===== config.mk =====
export PLATFORM = sky130hd
export DESIGN_NAME = fetch_ctrl_flat
export DESIGN_NICKNAME = d
export VERILOG_FILES = /design/src/rtl/fetch_ctrl_if.sv /design/src/rtl/fetch_ctrl.sv /design/src/flat_wrapper.sv
export SDC_FILE = /design/constraint.sdc
export NUM_CORES = 1
export LEC_CHECK = 0
export ABC_AREA = 1
export CAP_MARGIN = 20
export CORE_MARGIN = 10
export CORE_UTILIZATION = 62
export DETAILED_ROUTE_END_ITERATION = 10
export DONT_BUFFER_PORTS = 1
export GPL_TIMING_DRIVEN = 0
export PLACE_DENSITY = 0.78
export SYNTH_ARGS = -nofsm -noshare
export SYNTH_HDL_FRONTEND = slang
export SYNTH_SLANG_ARGS = --single-unit

===== constraint.sdc =====
create_clock -name clk -period 4.6 [get_ports clk]
set_input_delay 0.46 -clock clk [delete_from_list [all_inputs] [get_ports clk]]
set_output_delay 0.46 -clock clk [all_outputs]
set_load 0.02 [all_outputs]

===== src/rtl/fetch_ctrl_if.sv =====
// Purpose : bundles the fetch-stage sequencing signals between fetch_ctrl and its neighbours.
// Latency : n/a (wires only).
// Backpressure: stall_req from decode; fetch_ctrl honours it combinationally.
//
// Ports (master = fetch_ctrl, slave = fetch/decode/EX/debug side):
//   stall_req, br_taken, br_target, trap, halt, resume   -> into fetch_ctrl
//   fetch_en, fetch_jmp, fetch_jmp_addr, flush, if_valid,
//   redirect_cnt                                          <- out of fetch_ctrl
interface fetch_ctrl_if #(
    parameter int unsigned XLEN = 32
);
    logic            stall_req;
    logic            br_taken;
    logic [XLEN-1:0] br_target;
    logic            trap;
    logic            halt;
    logic            resume;
    logic            fetch_en;
    logic            fetch_jmp;
    logic [XLEN-1:0] fetch_jmp_addr;
    logic            flush;
    logic            if_valid;
    logic [15:0]     redirect_cnt;

    modport master (
        input  stall_req, br_taken, br_target, trap, halt, resume,
        output fetch_en, fetch_jmp, fetch_jmp_addr, flush, if_valid, redirect_cnt
    );

    modport slave (
        output stall_req, br_taken, br_target, trap, halt, resume,
        input  fetch_en, fetch_jmp, fetch_jmp_addr, flush, if_valid, redirect_cnt
    );
endinterface


===== src/rtl/fetch_ctrl.sv =====
// Purpose : fetch-stage sequencer; arbitrates trap / branch / boot redirects, debug halt, decode stall.
// Latency : outputs are combinational from state + inputs; redirects take effect the same cycle.
// Backpressure: stall_req drops fetch_en in RUN only; ignored during BOOT/FLUSH, irrelevant in HALT.
//
// Ports:
//   clk  - rising-edge clock
//   rst  - asynchronous active-high reset
//   bus  - fetch_ctrl_if.master (requests in, fetch controls / squash / redirect count out)
module fetch_ctrl #(
    parameter int unsigned     XLEN         = 32,
    parameter logic [XLEN-1:0] RESET_VEC    = '0,
    parameter logic [XLEN-1:0] TRAP_VEC     = XLEN'(32'h100),
    parameter int unsigned     FLUSH_CYCLES = 2
) (
    input  logic          clk,
    input  logic          rst,
    fetch_ctrl_if.master  bus
);

    typedef enum logic [1:0] {
        BOOT  = 2'd0,
        RUN   = 2'd1,
        FLUSH = 2'd2,
        HALT  = 2'd3
    } state_t;

    localparam int unsigned    FCW        = (FLUSH_CYCLES > 1) ? $clog2(FLUSH_CYCLES + 1) : 1;
    localparam logic [FCW-1:0] FLUSH_INIT = FCW'(FLUSH_CYCLES - 1);
    // The redirect cycle itself is the first flush cycle, so a single-cycle
    // flush goes straight back to RUN.
    localparam state_t         AFTER_REDIR = (FLUSH_CYCLES > 1) ? FLUSH : RUN;

    state_t          state_q,         state_d;
    logic [FCW-1:0]  flush_cnt_q,     flush_cnt_d;
    logic            pending_valid_q, pending_valid_d;
    logic [XLEN-1:0] pending_addr_q,  pending_addr_d;
    logic [15:0]     redirect_cnt_q,  redirect_cnt_d;

    logic            fetch_en;
    logic            fetch_jmp;
    logic [XLEN-1:0] fetch_jmp_addr;
    logic            flush;
    logic            if_valid;
    logic            redir;
    logic [XLEN-1:0] redir_addr;

    always_ff @(posedge clk or posedge rst) begin
        if (rst) begin
            state_q         <= BOOT;
            flush_cnt_q     <= '0;
            pending_valid_q <= 1'b0;
            pending_addr_q  <= '0;
            redirect_cnt_q  <= '0;
        end else begin
            state_q         <= state_d;
            flush_cnt_q     <= flush_cnt_d;
            pending_valid_q <= pending_valid_d;
            pending_addr_q  <= pending_addr_d;
            redirect_cnt_q  <= redirect_cnt_d;
        end
    end

    always_comb begin
        state_d         = state_q;
        flush_cnt_d     = flush_cnt_q;
        pending_valid_d = pending_valid_q;
        pending_addr_d  = pending_addr_q;
        redirect_cnt_d  = redirect_cnt_q;
        fetch_en        = 1'b0;
        fetch_jmp       = 1'b0;
        fetch_jmp_addr  = RESET_VEC;
        flush           = 1'b0;
        if_valid        = 1'b0;
        redir           = 1'b0;
        redir_addr      = RESET_VEC;

        if (rst) begin
            // Registers are already forced by the async reset; only the
            // outputs need to show the reset values while rst is high.
            flush = 1'b1;
        end else begin
            case (state_q)
                BOOT: begin
                    fetch_en    = 1'b1;
                    fetch_jmp   = 1'b1;
                    flush       = 1'b1;
                    state_d     = AFTER_REDIR;
                    flush_cnt_d = FLUSH_INIT;
                end

                RUN: begin
                    if (bus.trap) begin
                        redir      = 1'b1;
                        redir_addr = TRAP_VEC;
                    end else if (bus.br_taken) begin
                        redir      = 1'b1;
                        redir_addr = bus.br_target;
                    end else if (bus.halt) begin
                        // Instruction already in IF/ID still drains to decode.
                        if_valid = 1'b1;
                        state_d  = HALT;
                    end else begin
                        fetch_en = ~bus.stall_req;
                        if_valid = 1'b1;
                    end
                end

                FLUSH: begin
                    if (bus.trap) begin
                        redir      = 1'b1;
                        redir_addr = TRAP_VEC;
                    end else if (bus.br_taken) begin
                        redir      = 1'b1;
                        redir_addr = bus.br_target;
                    end else begin
                        // halt and stall_req are not looked at until RUN.
                        fetch_en    = 1'b1;
                        flush       = 1'b1;
                        flush_cnt_d = flush_cnt_q - 1'b1;
                        if (flush_cnt_q <= FCW'(1)) begin
                            state_d = RUN;
                        end
                    end
                end

                HALT: begin
                    if (bus.trap) begin
                        redir      = 1'b1;
                        redir_addr = TRAP_VEC;
                    end else if (bus.resume) begin
                        pending_valid_d = 1'b0;
                        if (bus.br_taken) begin
                            redir      = 1'b1;
                            redir_addr = bus.br_target;
                        end else if (pending_valid_q) begin
                            redir      = 1'b1;
                            redir_addr = pending_addr_q;
                        end else begin
                            fetch_en = 1'b1;
                            state_d  = RUN;
                        end
                    end else if (bus.br_taken) begin
                        // Remember the latest branch so resume can honour it.
                        pending_valid_d = 1'b1;
                        pending_addr_d  = bus.br_target;
                    end
                end

                default: begin
                    state_d = BOOT;
                end
            endcase

            if (redir) begin
                fetch_en        = 1'b1;
                fetch_jmp       = 1'b1;
                fetch_jmp_addr  = redir_addr;
                flush           = 1'b1;
                if_valid        = 1'b0;
                state_d         = AFTER_REDIR;
                flush_cnt_d     = FLUSH_INIT;
                pending_valid_d = 1'b0;
                if (redirect_cnt_q != 16'hFFFF) begin
                    redirect_cnt_d = redirect_cnt_q + 16'd1;
                end
            end
        end
    end

    assign bus.fetch_en       = fetch_en;
    assign bus.fetch_jmp      = fetch_jmp;
    assign bus.fetch_jmp_addr = fetch_jmp_addr;
    assign bus.flush          = flush;
    assign bus.if_valid       = if_valid;
    assign bus.redirect_cnt   = redirect_cnt_q;

endmodule

===== src/flat_wrapper.sv =====
// flat-port wrapper written by rule: the top's interface ports become plain ports
module fetch_ctrl_flat 
#(
    parameter int unsigned     XLEN         = 32,
    parameter logic [XLEN-1:0] RESET_VEC    = '0,
    parameter logic [XLEN-1:0] TRAP_VEC     = XLEN'(32'h100),
    parameter int unsigned     FLUSH_CYCLES = 2
)
  (clk, rst, bus_stall_req, bus_br_taken, bus_br_target, bus_trap, bus_halt, bus_resume, bus_fetch_en, bus_fetch_jmp, bus_fetch_jmp_addr, bus_flush, bus_if_valid, bus_redirect_cnt);
  fetch_ctrl_if #(.XLEN(XLEN)) bus_i ();
  input  logic clk;
  input  logic rst;
  input wire logic [$bits(bus_i.stall_req)-1:0] bus_stall_req;
  input wire logic [$bits(bus_i.br_taken)-1:0] bus_br_taken;
  input wire logic [$bits(bus_i.br_target)-1:0] bus_br_target;
  input wire logic [$bits(bus_i.trap)-1:0] bus_trap;
  input wire logic [$bits(bus_i.halt)-1:0] bus_halt;
  input wire logic [$bits(bus_i.resume)-1:0] bus_resume;
  output wire logic [$bits(bus_i.fetch_en)-1:0] bus_fetch_en;
  output wire logic [$bits(bus_i.fetch_jmp)-1:0] bus_fetch_jmp;
  output wire logic [$bits(bus_i.fetch_jmp_addr)-1:0] bus_fetch_jmp_addr;
  output wire logic [$bits(bus_i.flush)-1:0] bus_flush;
  output wire logic [$bits(bus_i.if_valid)-1:0] bus_if_valid;
  output wire logic [$bits(bus_i.redirect_cnt)-1:0] bus_redirect_cnt;
  assign bus_i.stall_req = bus_stall_req;
  assign bus_i.br_taken = bus_br_taken;
  assign bus_i.br_target = bus_br_target;
  assign bus_i.trap = bus_trap;
  assign bus_i.halt = bus_halt;
  assign bus_i.resume = bus_resume;
  assign bus_fetch_en = bus_i.fetch_en;
  assign bus_fetch_jmp = bus_i.fetch_jmp;
  assign bus_fetch_jmp_addr = bus_i.fetch_jmp_addr;
  assign bus_flush = bus_i.flush;
  assign bus_if_valid = bus_i.if_valid;
  assign bus_redirect_cnt = bus_i.redirect_cnt;
  fetch_ctrl #(.XLEN(XLEN), .RESET_VEC(RESET_VEC), .TRAP_VEC(TRAP_VEC), .FLUSH_CYCLES(FLUSH_CYCLES)) u_core (.clk(clk), .rst(rst), .bus(bus_i));
endmodule

# Yosys cells after proc, flatten, opt, wreduce, memory -nomap -nowiden
# Cells that the tools add are included.
dict set report totals {
  ff_bits 53
  inputBits 39
  out_inout_bits 52
  wordCells 96
}
dict set report op_classes {
  n_addsub 2
  n_lt_le_gt_ge 1
  eq_ne 15
  n_mux 59
  bitwise_logic 4
  reduce_logical 10
}
# op n
set op_table {}
lappend op_table {{2-to-1 mux 32 bit} 8}
lappend op_table {{one-hot mux 32 bit (2 select lines)} 1}
lappend op_table {{2-to-1 mux 1 bit} 31}
lappend op_table {{2-to-1 mux 2 bit} 14}
lappend op_table {{inequality test 3 x 2 -> 1 bit, second input constant} 8}
lappend op_table {{adder 16 x 1 -> 16 bit, second input constant} 1}
lappend op_table {{inequality test 16 bit, second input constant} 1}
lappend op_table {{AND reduction 11 bit} 1}
lappend op_table {{one-hot mux 2 bit (4 select lines)} 1}
lappend op_table {{AND reduction 4 bit} 2}
lappend op_table {{nonzero test 3 bit} 2}
lappend op_table {{AND reduction 5 bit} 1}
lappend op_table {{== test 2 bit, second input constant} 2}
lappend op_table {{NOT 1 bit} 4}
lappend op_table {{one-hot mux 1 bit (2 select lines)} 2}
lappend op_table {{one-hot mux 1 bit (4 select lines)} 1}
lappend op_table {{one-hot mux 2 bit (2 select lines)} 1}
lappend op_table {{inequality test 3 x 1 -> 1 bit, second input constant} 1}
lappend op_table {{inequality test 3 bit, second input constant} 1}
lappend op_table {{AND reduction 3 bit} 1}
lappend op_table {{== test 2 x 1 -> 1 bit, second input constant} 1}
lappend op_table {{<= comparator 2 x 1 -> 1 bit, second input constant} 1}
lappend op_table {{zero test 2 bit} 1}
lappend op_table {{inequality test 2 x 1 -> 1 bit, second input constant} 1}
lappend op_table {{other kinds (3)} 3}

# Logic depth before layout (Yosys ltp)
# Gate-level depths: netlist (run 1).
dict set report logic_depth {
  depth_word 8
  depth_mapped 11
  ltp_nobuf 11
}

# Least setup slack after synthesis (run 1)
# No wires, ideal clock.
dict set report synth_timing {
  kind {input-to-reg}
  from {in rst}
  to {reg u_core.pending_addr_q[0]}
  setup_ns 0.125
  t_arrival_ns 2.824
  setup_slack_ns 1.651
  stages 4
  n_path_buf 1
  cell_sequence {clkinv_1 nand3_2 buf_6 mux2_2}
}
dict set report synth_between {
  elab_chain_len 2
}
# element line
set synth_lines {}
lappend synth_lines {{from (decl)} flat_wrapper.sv:12} ;# input logic rst;
lappend synth_lines {{NOT 1 bit (no source line)} --}
lappend synth_lines {{AND reduction 5 bit (no source line)} --}
lappend synth_lines {{to (signal assigned)} fetch_ctrl.sv:58} ;# pending_addr_q <= pending_addr_d;
lappend synth_lines {{to (decl)} fetch_ctrl.sv:36} ;# logic [XLEN-1:0] pending_addr_q, pending_addr_d;
# No other way between the ends.
# A chain may end at the register's enable or synchronous reset.

# Worst setup path after layout (run 1)
dict set report layout_timing {
  from {reg u_core.state_q[0]}
  to {out bus_fetch_jmp_addr[0]}
}
dict set report layout_between {
  elab_chain_len 6
  elab_cells_between_ends 9
  cone_classes {eq/ne: 3; mux: 5; reduce/logical: 1}
}
# element line
set layout_lines {}
lappend layout_lines {{from (decl)} fetch_ctrl.sv:33} ;# state_t state_q, state_d;
lappend layout_lines {{from (signal assigned)} fetch_ctrl.sv:55} ;# state_q <= state_d;
lappend layout_lines {{== test 2 x 1 -> 1 bit / == test 2 bit (equally long branches)} fetch_ctrl.sv:82} ;# case (state_q)
lappend layout_lines {{OR reduction 2 bit (no source line)} --}
lappend layout_lines {{one-hot mux 1 bit (2 select lines)} fetch_ctrl.sv:82}
lappend layout_lines {{2-to-1 mux 1 bit} fetch_ctrl.sv:77} ;# if (rst) begin
lappend layout_lines {{2-to-1 mux 32 bit *} fetch_ctrl.sv:154} ;# if (redir) begin
lappend layout_lines {{2-to-1 mux 32 bit *} fetch_ctrl.sv:77}
lappend layout_lines {{to (decl)} flat_wrapper.sv:21} ;# output wire logic [$bits(bus_i.fetch_jmp_addr)-1:0] bus_fetch_jmp_addr;
# Mark *: on every way between the ends. The rest lies on a longest branch, timed or not. The select of a mux whose other input is x is not followed.

==> qor.yml, run 1 <==
worst_setup_path:
  cp_slowest_stage_delay_ns: 0.97
  critPathRequiredTime_ns: 4.14
  start_kind: "register"
  crit_chain: "inv_1 > ha_1 > inv_1 > o21ai_0 > inv_1 > buf_2 > nor4_1"
  cp_max_fo: 10
  worst_path_max_delay_cell: "nor4_1"
  endpoint_kind: "primary output"
  arrival_ns: 2.54
  cpMostUsedCell: "inv_1"
  r2r_cells: 7
  path_class: "register to primary output"
die:
  coreArea_sq_mm: 0.00551
  die_h_um: 95.5
  start_util_pct: 64.1
  dieWidth_um: 95.5
  die_area_sq_mm: 0.00912
  rows: 27
  boundaryPins: 91
drt:
  drt-wirelength-per-cell_um: 18.5
  vias: 2870
  route.met3.wl_um: 865
  drt_iter0_drc: 172
  wirelength_um: 8890
  antenna_left: 0
  via_per_inst: 5.98
  drc: 0
  wl_met1_um: 3570
  highest_layer: "met4"
  wl_met2_um: 4350
  dr.pass1.iters: 4
sta:
  setup_tns_ns: 0
  finalCriticalPeriod_ns: 3.00
  tightest_slew_ns: 1.12
  maxSlewViolCount: 0
  hold-worst-slack_ns: 0.0474
  finalCritPeriodShare_pct: 65.1
  max_slew_margin_pct: 24.6
  rsz0062_at_grt: "no"
  fmax_mhz: 334
  setup_violations: 0
  finalHoldViolCount: 0
  fin_skew_ns: 0.00377
placement:
  dp.cells: 472
  hpwl_um: 6840
  routabilityCongestion: 0.864
  portBuffers: 0
pwr:
  power_density_mw_per_mm2: 478
  total_power_uw: 1780
  pwr-share-seq_pct: 42.5
  power.switching_fraction_pct: 44.7
  p_sw_uw: 795
  p_int_uw: 983
  leakagePower_uw: 0.00159
  combPwrFrac_pct: 42.9
  clkPwrFrac_pct: 14.6
  ir_drop_mv: 0.291
cts:
  htree_levels: 2
  clk_latency_ns: 0.30
  clk_pin_slew_ns: 0.09
  clockBufferDepth: 2
  hold_buffers: 0
  numCtsBuffers: 5
  ctsResizeCount: 0
  cts_root_buffer: "clkbuf_8"
  cts_tree: "yes"
  cts_sinks: 53
  postCtsSetupBuffers: 0
logic_synthesis:
  synth_seq_area_share_pct: 37.5
  synthArstFlopShare_pct: 100
  synth_cell_type_count: 37
  netlist_area_sq_mm: 0.00353
  synth_edf_count: 0
  syn_area_per_cell_sq_um: 8.85
  synth_nets: 445
  ys_warn_count: 0
  synth_seq_cells: 53
  synthFlopType: "dfrtp_1"
  syn_inst: 399
finish:
  fin_util_pct: 67.6
  syn2layout_area_growth_pct: 5.42
  antennaDiodeCount: 0
  instances_no_fill: 480
  fin_nets: 453
  drive_gt1_share_pct: 22.1
global_route:
  grt_pass1_vias: 2881
  overflow: 0
  antenna_found_initial: 0
  grt_pass1_wl_um: 14300
  grt_max_degree: 33
  grt_usage_pct: 19.5
job:
  cap_violations: 0
run_status:
  status: "finished, final reports clean"
hold_path:
  hold_path_class: "input pin to asynchronous set/reset pin"
state kept, by name, indices dropped and copies added (netlist names):
name / cells
u_core.bus.redirect_cnt: 16
u_core.flush_cnt_q: 2
u_core.pending_addr_q: 32
u_core.pending_valid_q: 1
u_core.state_q: 2
worst paths after layout:
path                       slack [ns]                              startpoint                                 endpoint
max in group asynchronous        4.03                                     rst    u_core.pending_addr_q[21]$_DFFE_PP0P_
min                              0.05                                     rst  u_core.bus.redirect_cnt[11]$_DFFE_PP0P_
max reg2reg                      2.68  u_core.bus.redirect_cnt[0]$_DFFE_PP0P_   u_core.bus.redirect_cnt[0]$_DFFE_PP0P_
max                              1.60           u_core.state_q[0]$_DFFE_PP0P_                    bus_fetch_jmp_addr[0]
min in group clk                 0.30                       bus_br_target[31]    u_core.pending_addr_q[31]$_DFFE_PP0P_
min reg2reg                      0.51   u_core.pending_addr_q[21]$_DFFE_PP0P_    u_core.pending_addr_q[21]$_DFFE_PP0P_
stage by stage:
step / area, sq um / setup WS (ns)
after floorplan: 3530 / 1.65
after global placement: 3620 / 0.808
after detailed placement: 3640 / 1.92
after CTS: 3720 / 1.57
after global routing: 3720 / 1.39
final: 3720 / 1.60
cell usage in the layout (no fill, tap or decap), types with 2 or more instances in the layout:
cell,count
nand2_1,84
dfrtp_1,53
nand3_1,31
mux2_2,30
inv_1,29
o21ai_0,29
nor2_1,24
a21oi_1,17
nor4_2,15
clkbuf_1,14
a211oi_2,14
ha_1,7
buf_6,6
xor2_1,6
nor3_1,5
xnor2_1,5
clkbuf_8,5
nand3_2,3
buf_2,3
nand4_1,3
nand2_4,2
buf_4,2
buf_12,2
o22ai_1,2
nor4_1,2
a31oi_1,2
o21bai_1,2
area by class of cell:
| class | instances | area, sq um |
|---|---|---|
| buffer | 23 | 159 |
| clock buffer | 8 | 80.1 |
| fill | 465 | 1780 |
| inverter | 32 | 126 |
| multi-input combinational | 291 | 1920 |
| sequential | 53 | 1330 |
| tap | 72 | 90.1 |
| timing repair buffer | 1 | 20.0 |
critical path, delay by kind of cell, from the launching register on:
| family | cells | cell delay [ns] |
|---|---|---|
| AND/OR/NAND/NOR | 1 | 0.97 |
| buffers and inverters | 4 | 0.46 |
| flip-flops | 1 | 0.39 |
| adder cells (fa/ha/maj) | 1 | 0.28 |
| AO/OA/AOI/OAI | 1 | 0.14 |
power groups by stage:
stage	combinational (uW)	sequential (uW)	clock (uW)
5_1_grt	857	773	276
4_1_cts	767	756	261
3_3_place_gp	745	754	0
2_1_floorplan	625	733	0
3_5_place_dp	766	766	0
6_report	764	756	259
logic make-up (layout without fill, tap and decap cells):
logic type	Yosys count	after routing	share of synthesized area [%]
simple gates	174	174	26.4
xor+xnor	11	11	2.73
compound gates	69	69	13.2
flops	53	53	37.5
buf+inv	55	64	8.04
mux	30	30	9.56
fa+ha+maj	7	7	2.48
synth_stat cells (2+ instances only):
| cell | count | area (sq um) |
|---|---|---|
| xnor2_1 | 5 | 43.8 |
| nor4_1 | 2 | 12.5 |
| buf_2 | 3 | 15.0 |
| inv_1 | 29 | 109 |
| buf_4 | 2 | 15.0 |
| nor3_1 | 5 | 25.0 |
| nor2_1 | 24 | 90.1 |
| nand3_1 | 31 | 155 |
| nand2_4 | 2 | 22.5 |
| a21oi_1 | 17 | 85.1 |
| o22ai_1 | 2 | 12.5 |
| buf_6 | 6 | 67.6 |
| xor2_1 | 6 | 52.6 |
| nor4_2 | 15 | 188 |
| nand2_1 | 84 | 315 |
| mux2_2 | 30 | 338 |
| nand4_1 | 3 | 18.8 |
| a31oi_1 | 2 | 12.5 |
| dfrtp_1 | 53 | 1330 |
| o21bai_1 | 2 | 15.0 |
| a211oi_2 | 14 | 175 |
| nand3_2 | 3 | 30.0 |
| ha_1 | 7 | 87.6 |
| clkbuf_1 | 11 | 41.3 |
| o21ai_0 | 29 | 145 |
metal layers:
metal | GRT usage, % | up-vias
met3 | 8.09 | 9
met1 | 23.6 | 1394
met5 | 0 | -
li1 | - | 1379
met4 | 4.67 | 0
met2 | 31.6 | 88
(Power assumes the default switching activity.)
==> inputs of run 2 (changes only) <==
--- a/config.mk
+++ b/config.mk
@@ -8,11 +8,11 @@
 export ABC_AREA = 1
 export CAP_MARGIN = 20
 export CORE_MARGIN = 10
-export CORE_UTILIZATION = 62
+export CORE_UTILIZATION = 58
 export DETAILED_ROUTE_END_ITERATION = 10
 export DONT_BUFFER_PORTS = 1
 export GPL_TIMING_DRIVEN = 0
-export PLACE_DENSITY = 0.78
+export PLACE_DENSITY = 0.76
 export SYNTH_ARGS = -nofsm -noshare
 export SYNTH_HDL_FRONTEND = slang
 export SYNTH_SLANG_ARGS = --single-unit
==> constraint.sdc (replaced) <==
create_clock -name clk -period 2.5 [get_ports clk]
set_input_delay 0.25 -clock clk [delete_from_list [all_inputs] [get_ports clk]]
set_output_delay 0.25 -clock clk [all_outputs]
set_load 0.02 [all_outputs]
==> run 2 against run 1 <==
Net effect:
- clock power up 110%
- register-to-register slack worse by 2.1 ns
- critical path depth up 1
- via count up 3.2%
- largest power group unchanged
- worst hold slack better by 0.029 ns
- global-route usage down 1.2 points
==> qor.yml, run 2 (synthesized netlist as in run 1, its figures left out) <==
drt:
  antenna_left: 0
  dr.pass1.iters: 5
  drt-wirelength-per-cell_um: 19.6
  drt_iter0_drc: 217
  vias: 2962
  via_per_inst: 6.03
  drc: 0
  wirelength_um: 9630
finish:
  multiInputGateArea_sq_mm: 0.00221
  antennaDiodeCount: 0
  fin_nets: 461
  syn2layout_area_growth_pct: 17.0
  layout_common_cells: "82 x nand2_1, 53 x dfrtp_1, 31 x nand3_1"
  fill_cells: 440
  top_register: "u_core.pending_addr_q"
  drive_gt1_share_pct: 26.0
  largest_reg_flops: 32
  layout_commonest_cell: "nand2_1"
  ff_latch_area_sq_mm: 0.00133
  stdcell_area_sq_mm: 0.00413
pwr:
  leakagePower_uw: 0.00172
  ir_drop_mv: 0.492
  power_density_mw_per_mm2: 904
hold_path:
  hold_depth: 1
  hold_path_class: "input pin to register"
  min_to: "u_core.pending_addr_q[22]$_DFFE_PP0P_"
  hp-start: "bus_br_target[22]"
cts:
  htree_levels: 2
  clockBufferDepth: 2
  clk_latency_ns: 0.31
  clk_pin_slew_ns: 0.09
  cts_root_buffer: "clkbuf_8"
  cts_sinks: 53
  numCtsBuffers: 5
  cts_tree: "yes"
job:
  cap_violations: 0
die:
  dieWidth_um: 98.0
  boundaryPins: 91
  die_area_sq_mm: 0.00961
  die_h_um: 98.0
  start_util_pct: 59.7
  coreArea_sq_mm: 0.00592
  rows: 28
sta:
  worst_slack_ns: 0.0242
  maxSlewViolCount: 0
  finalCriticalPeriod_ns: 2.48
  finalHoldViolCount: 0
  setup_tns_ns: 0
  fin_skew_ns: 0.00396
  finalCritPeriodShare_pct: 99.0
  fmax_mhz: 404
  tightest_slew_ns: 0.693
  max_slew_margin_pct: 53.4
  setup_violations: 0
worst_setup_path:
  crit_buf_inv: 2
  r2r_cells: 7
  cp_max_fo: 6
  start_kind: "register"
  rrSetupSlack_ns: 0.58
  worst_path_max_delay_cell: "nor4_4"
  crit_chain: "buf_4 > ha_4 > nand3_2 > nand3_4 > nor2_8 > nand2_8 > clkbuf_16 > nor4_4"
  regToRegEndpoint: "u_core.bus.redirect_cnt[0]$_DFFE_PP0P_"
  arrival_ns: 2.23
  critPathRequiredTime_ns: 2.25
  cp_slowest_stage_delay_ns: 0.46
  endpoint_kind: "primary output"
  r2r_start: "u_core.bus.redirect_cnt[1]$_DFFE_PP0P_"
  path_class: "register to primary output"
  cp_top_family: "simple AND/OR/NAND/NOR gates"
placement:
  hpwl_um: 6700
  routabilityCongestion: 0.873
  portBuffers: 0
  dpl_cell_area_sq_mm: 0.00363
  dp_slack_ns: 0.0733
global_route:
  grt_usage_pct: 18.3
  grt_pass1_wl_um: 14800
  grt_max_degree: 61
  grt_pass1_vias: 2810
  antenna_found_initial: 0
  overflow: 0
run_status:
  status: "finished, final reports clean"
## run 2: changes by cell type in the layout (fill, tap and decap cells not counted), moves of 5 or more
cell and change:
clkbuf_1 -5, buf_4 +6, nor4_2 -14, a211oi_2 -14
a211oi_4 +14, nor4_4 +16
## run 2: layout make-up
class                           instances  share of cell area, %
Timing Repair Buffer                    9                   2.42
Buffer                                 23                   4.33
Sequential cell                        53                   32.1
Clock inverter                          1                  0.121
Tap cell                               75                   2.27
Multi-Input combinational cell        291                   53.4
Clock buffer                            7                   2.33
Inverter                               32                   3.06
## run 2: through the flow
step / hold WS [ns] / total power [uW] / util, % / std cells
final: 0.0768 / 3730 / 69.8 / 491
after global routing: 0.0621 / 3990 / 69.8 / 491
after CTS: 0.0648 / 3470 / 65.3 / 482
after detailed placement: 0.401 / 2820 / 61.3 / 474
after global placement: 0.397 / 2760 / 61.3 / 474
after floorplan: 0.273 / 2500 / - / 399
## run 2: layer usage
layer  GRT usage (%)  part of all wire (%)
met5               0                     0
met4            5.03                   1.6
met3            8.03                   9.7
met2            29.6                    50
met1            21.5                    39
## run 2: where the power goes
part | internal, uW | leakage, uW | switching, uW
registers | 1130 | 0.000696 | 268
logic | 613 | 0.000966 | 1190
clock network | 251 | 0.0000542 | 285
## run 2: worst max-delay path by stage
stage,end,start,slack [ns],cells after the start
floorplan,bus_fetch_jmp_addr[0],u_core.state_q[0]$_DFFE_PP0P_,0.37,7
global placement,bus_fetch_jmp_addr[0],u_core.state_q[0]$_DFFE_PP0P_,0.1,7
detailed placement,bus_fetch_jmp_addr[0],u_core.state_q[0]$_DFFE_PP0P_,0.07,7
CTS,bus_fetch_jmp_addr[29],u_core.state_q[0]$_DFFE_PP0P_,-0.17,7
global route,bus_fetch_jmp_addr[27],u_core.state_q[1]$_DFFE_PP0P_,-0.03,9
finish,bus_fetch_jmp_addr[19],u_core.state_q[1]$_DFFE_PP0P_,0.02,8
## run 2: worst reg2reg max path, stage by stage, from the launching register on
cell     delay [ns]
dfrtp_1        0.53
ha_1           0.30
nand3_1        0.14
inv_1          0.20
nand4_1        0.17
nand2_4        0.15
buf_4          0.19
xor2_1         0.17
## run 2: repair_timing
item	4_1_cts	5_1_grt
setup buffers	0	6
endpoints found under the hold margin	0	14
endpoints found under the setup margin	21	32
hold buffers	0	1
gates cloned	0	1
resized for setup	17	33
pin swaps	1	18
==> inputs of run 3 (changes only) <==
==> constraint.sdc (replaced) <==
create_clock -name clk -period 2.1 [get_ports clk]
set_input_delay 0.21 -clock clk [delete_from_list [all_inputs] [get_ports clk]]
set_output_delay 0.21 -clock clk [all_outputs]
set_load 0.02 [all_outputs]
==> run 3 against run 2 <==
Net effect:
- the run now ends with setup timing left
- register-to-register slack got worse by 0.40 ns
- sequential cell count unchanged
- setup slack got worse by 0.18 ns
- cell area increased by 7.1%
- routed wire length increased by 8.2%
- largest power group unchanged
==> qor.yml, run 3 (synthesized netlist as in run 1, its figures left out) <==
worst_setup_path:
  crit_path_end: "bus_fetch_jmp_addr[10]"
  worst_path_max_delay_cell: "dfrtp_1"
  cp_slowest_stage_delay_ns: 0.43
  r2r_cells: 7
  r2r_start: "u_core.bus.redirect_cnt[1]$_DFFE_PP0P_"
  start_kind: "register"
  crit_chain: "inv_2 > ha_4 > inv_4 > nand3_4 > nor2_8 > nand2_8 > buf_8 > clkbuf_16 > a211oi_4"
  rrSetupSlack_ns: 0.18
  crit_path_start: "u_core.state_q[0]$_DFFE_PP0P_"
  endpoint_kind: "primary output"
  crit_buf_inv: 4
  critPathRequiredTime_ns: 1.89
  path_class: "register to primary output"
  cp.depth: 9
  regToRegEndpoint: "u_core.bus.redirect_cnt[0]$_DFFE_PP0P_"
  cp_max_fo: 5
  arrival_ns: 2.05
  cp_top_family: "buffers and inverters"
finish:
  antennaDiodeCount: 0
  stdcell_area_sq_mm: 0.00443
  layout_commonest_cell: "nand2_1"
  instances_no_fill: 504
  top_register: "u_core.pending_addr_q"
  syn2layout_area_growth_pct: 25.3
  largest_reg_flops: 32
  drive_gt1_share_pct: 31.2
  layout_common_cells: "81 x nand2_1, 52 x dfrtp_1, 30 x mux2_2, 30 x nand3_1, 28 x o21ai_0"
  fin_nets: 474
sta:
  max_slew_margin_pct: 67.9
  maxSlewViolCount: 0
  fmax_mhz: 443
  setup_tns_ns: -3.69
  worst_slack_ns: -0.158
  finalCritPeriodShare_pct: 108
  fin_skew_ns: 0.00428
  tightest_slew_ns: 0.481
  rsz0062_at_grt: "yes"
  finalCriticalPeriod_ns: 2.26
  setup_violations: 33
  finalHoldViolCount: 0
cts:
  cts_root_buffer: "clkbuf_8"
  numCtsBuffers: 5
  cts_sinks: 53
  clk_pin_slew_ns: 0.10
  clockBufferDepth: 2
  clk_latency_ns: 0.31
  cts_tree: "yes"
  htree_levels: 2
placement:
  routabilityCongestion: 0.873
  portBuffers: 0
  dp_slack_ns: -0.287
  hpwl_um: 6700
  dp.cells: 474
  dpl_cell_area_sq_mm: 0.00363
global_route:
  grt_pass1_wl_um: 15700
  antenna_found_initial: 0
  grt_max_degree: 61
  grt_usage_pct: 19.5
  grt_pass1_vias: 2965
  overflow: 0
die:
  dieWidth_um: 98.0
  die_area_sq_mm: 0.00961
  die_h_um: 98.0
  rows: 28
  boundaryPins: 91
  start_util_pct: 59.7
  coreArea_sq_mm: 0.00592
drt:
  wirelength_um: 10400
  antenna_left: 0
  via_per_inst: 5.97
  drc: 0
  drt_iter0_drc: 258
  vias: 3010
  dr.pass1.iters: 5
  drt-wirelength-per-cell_um: 20.7
run_status:
  violations: "setup timing"
  status: "complete, but fails checks"
pwr:
  power.switching_fraction_pct: 45.2
  combPwrFrac_pct: 54.1
  power_density_mw_per_mm2: 1150
  leakagePower_uw: 0.00185
  p_int_uw: 2780
  total_power_uw: 5080
  pwr-share-seq_pct: 33.1
  clkPwrFrac_pct: 12.8
  p_sw_uw: 2300
  ir_drop_mv: 0.675
hold_path:
  hold_depth: 2
  hold_path_class: "input pin to register"
job:
  cap_violations: 0
## run 3: changes by cell type in the layout (fill, tap and decap cells not counted), moves of 3 or more
cell	change
buf_12	+4
buf_2	-3
buf_4	+7
inv_1	-5
inv_4	+3
nor2_1	-3
## run 3: timing repair
item                                    4_1_cts  5_1_grt
resized for setup                            63       23
gates cloned                                  1        2
hold endpoints to repair                      0       14
setup buffers                                 9        8
hold buffers                                  0        1
endpoints found under the setup margin       35       35
pin swaps                                    32       27
## run 3: per-layer routing
| layer | vias up | global-route usage, % | share of wire [%] |
|---|---|---|---|
| met1 | 1465 | 22.5 | 39 |
| met2 | 118 | 32.4 | 50 |
| met4 | 0 | 5.48 | 2.1 |
| met3 | 20 | 8.03 | 8.7 |
| met5 | - | 0 | 0 |
| li1 | 1407 | - | - |
## run 3: final cells by class
class | instances | area (sq um)
Clock inverter | 1 | 5.00
Timing Repair Buffer | 22 | 267
Clock buffer | 7 | 96.3
Fill cell | 383 | 1500
Tap cell | 75 | 93.8
Inverter | 32 | 134
Buffer | 23 | 226
Multi-Input combinational cell | 291 | 2280
Sequential cell | 53 | 1330
## run 3: power by group through the flow
stage | clock, uW | sequential [uW] | combinational (uW)
floorplan | 0 | 1610 | 1370
global placement | 0 | 1650 | 1630
detailed placement | 0 | 1680 | 1680
CTS | 650 | 1670 | 2270
global route | 695 | 1720 | 2950
finish | 649 | 1680 | 2750
## run 3: metrics by stage
step / hold WS, ns / util [%]
finish: 0.0330 / 74.7
global route: 0.0302 / 74.7
CTS: 0.0248 / 70.9
detailed placement: 0.361 / 61.3
global placement: 0.357 / 61.3
floorplan: 0.233 / -
## run 3: worst min-delay path by stage
stage / start / endpoint / slack, ns
after CTS: rst / u_core.bus.redirect_cnt[12]$_DFFE_PP0P_ / 0.02
final: bus_br_target[30] / u_core.pending_addr_q[30]$_DFFE_PP0P_ / 0.03
after global placement: rst / u_core.bus.redirect_cnt[12]$_DFFE_PP0P_ / 0.36
after detailed placement: rst / u_core.bus.redirect_cnt[12]$_DFFE_PP0P_ / 0.36
after global routing: bus_br_target[2] / u_core.pending_addr_q[2]$_DFFE_PP0P_ / 0.03
after floorplan: rst / u_core.bus.redirect_cnt[0]$_DFFE_PP0P_ / 0.23
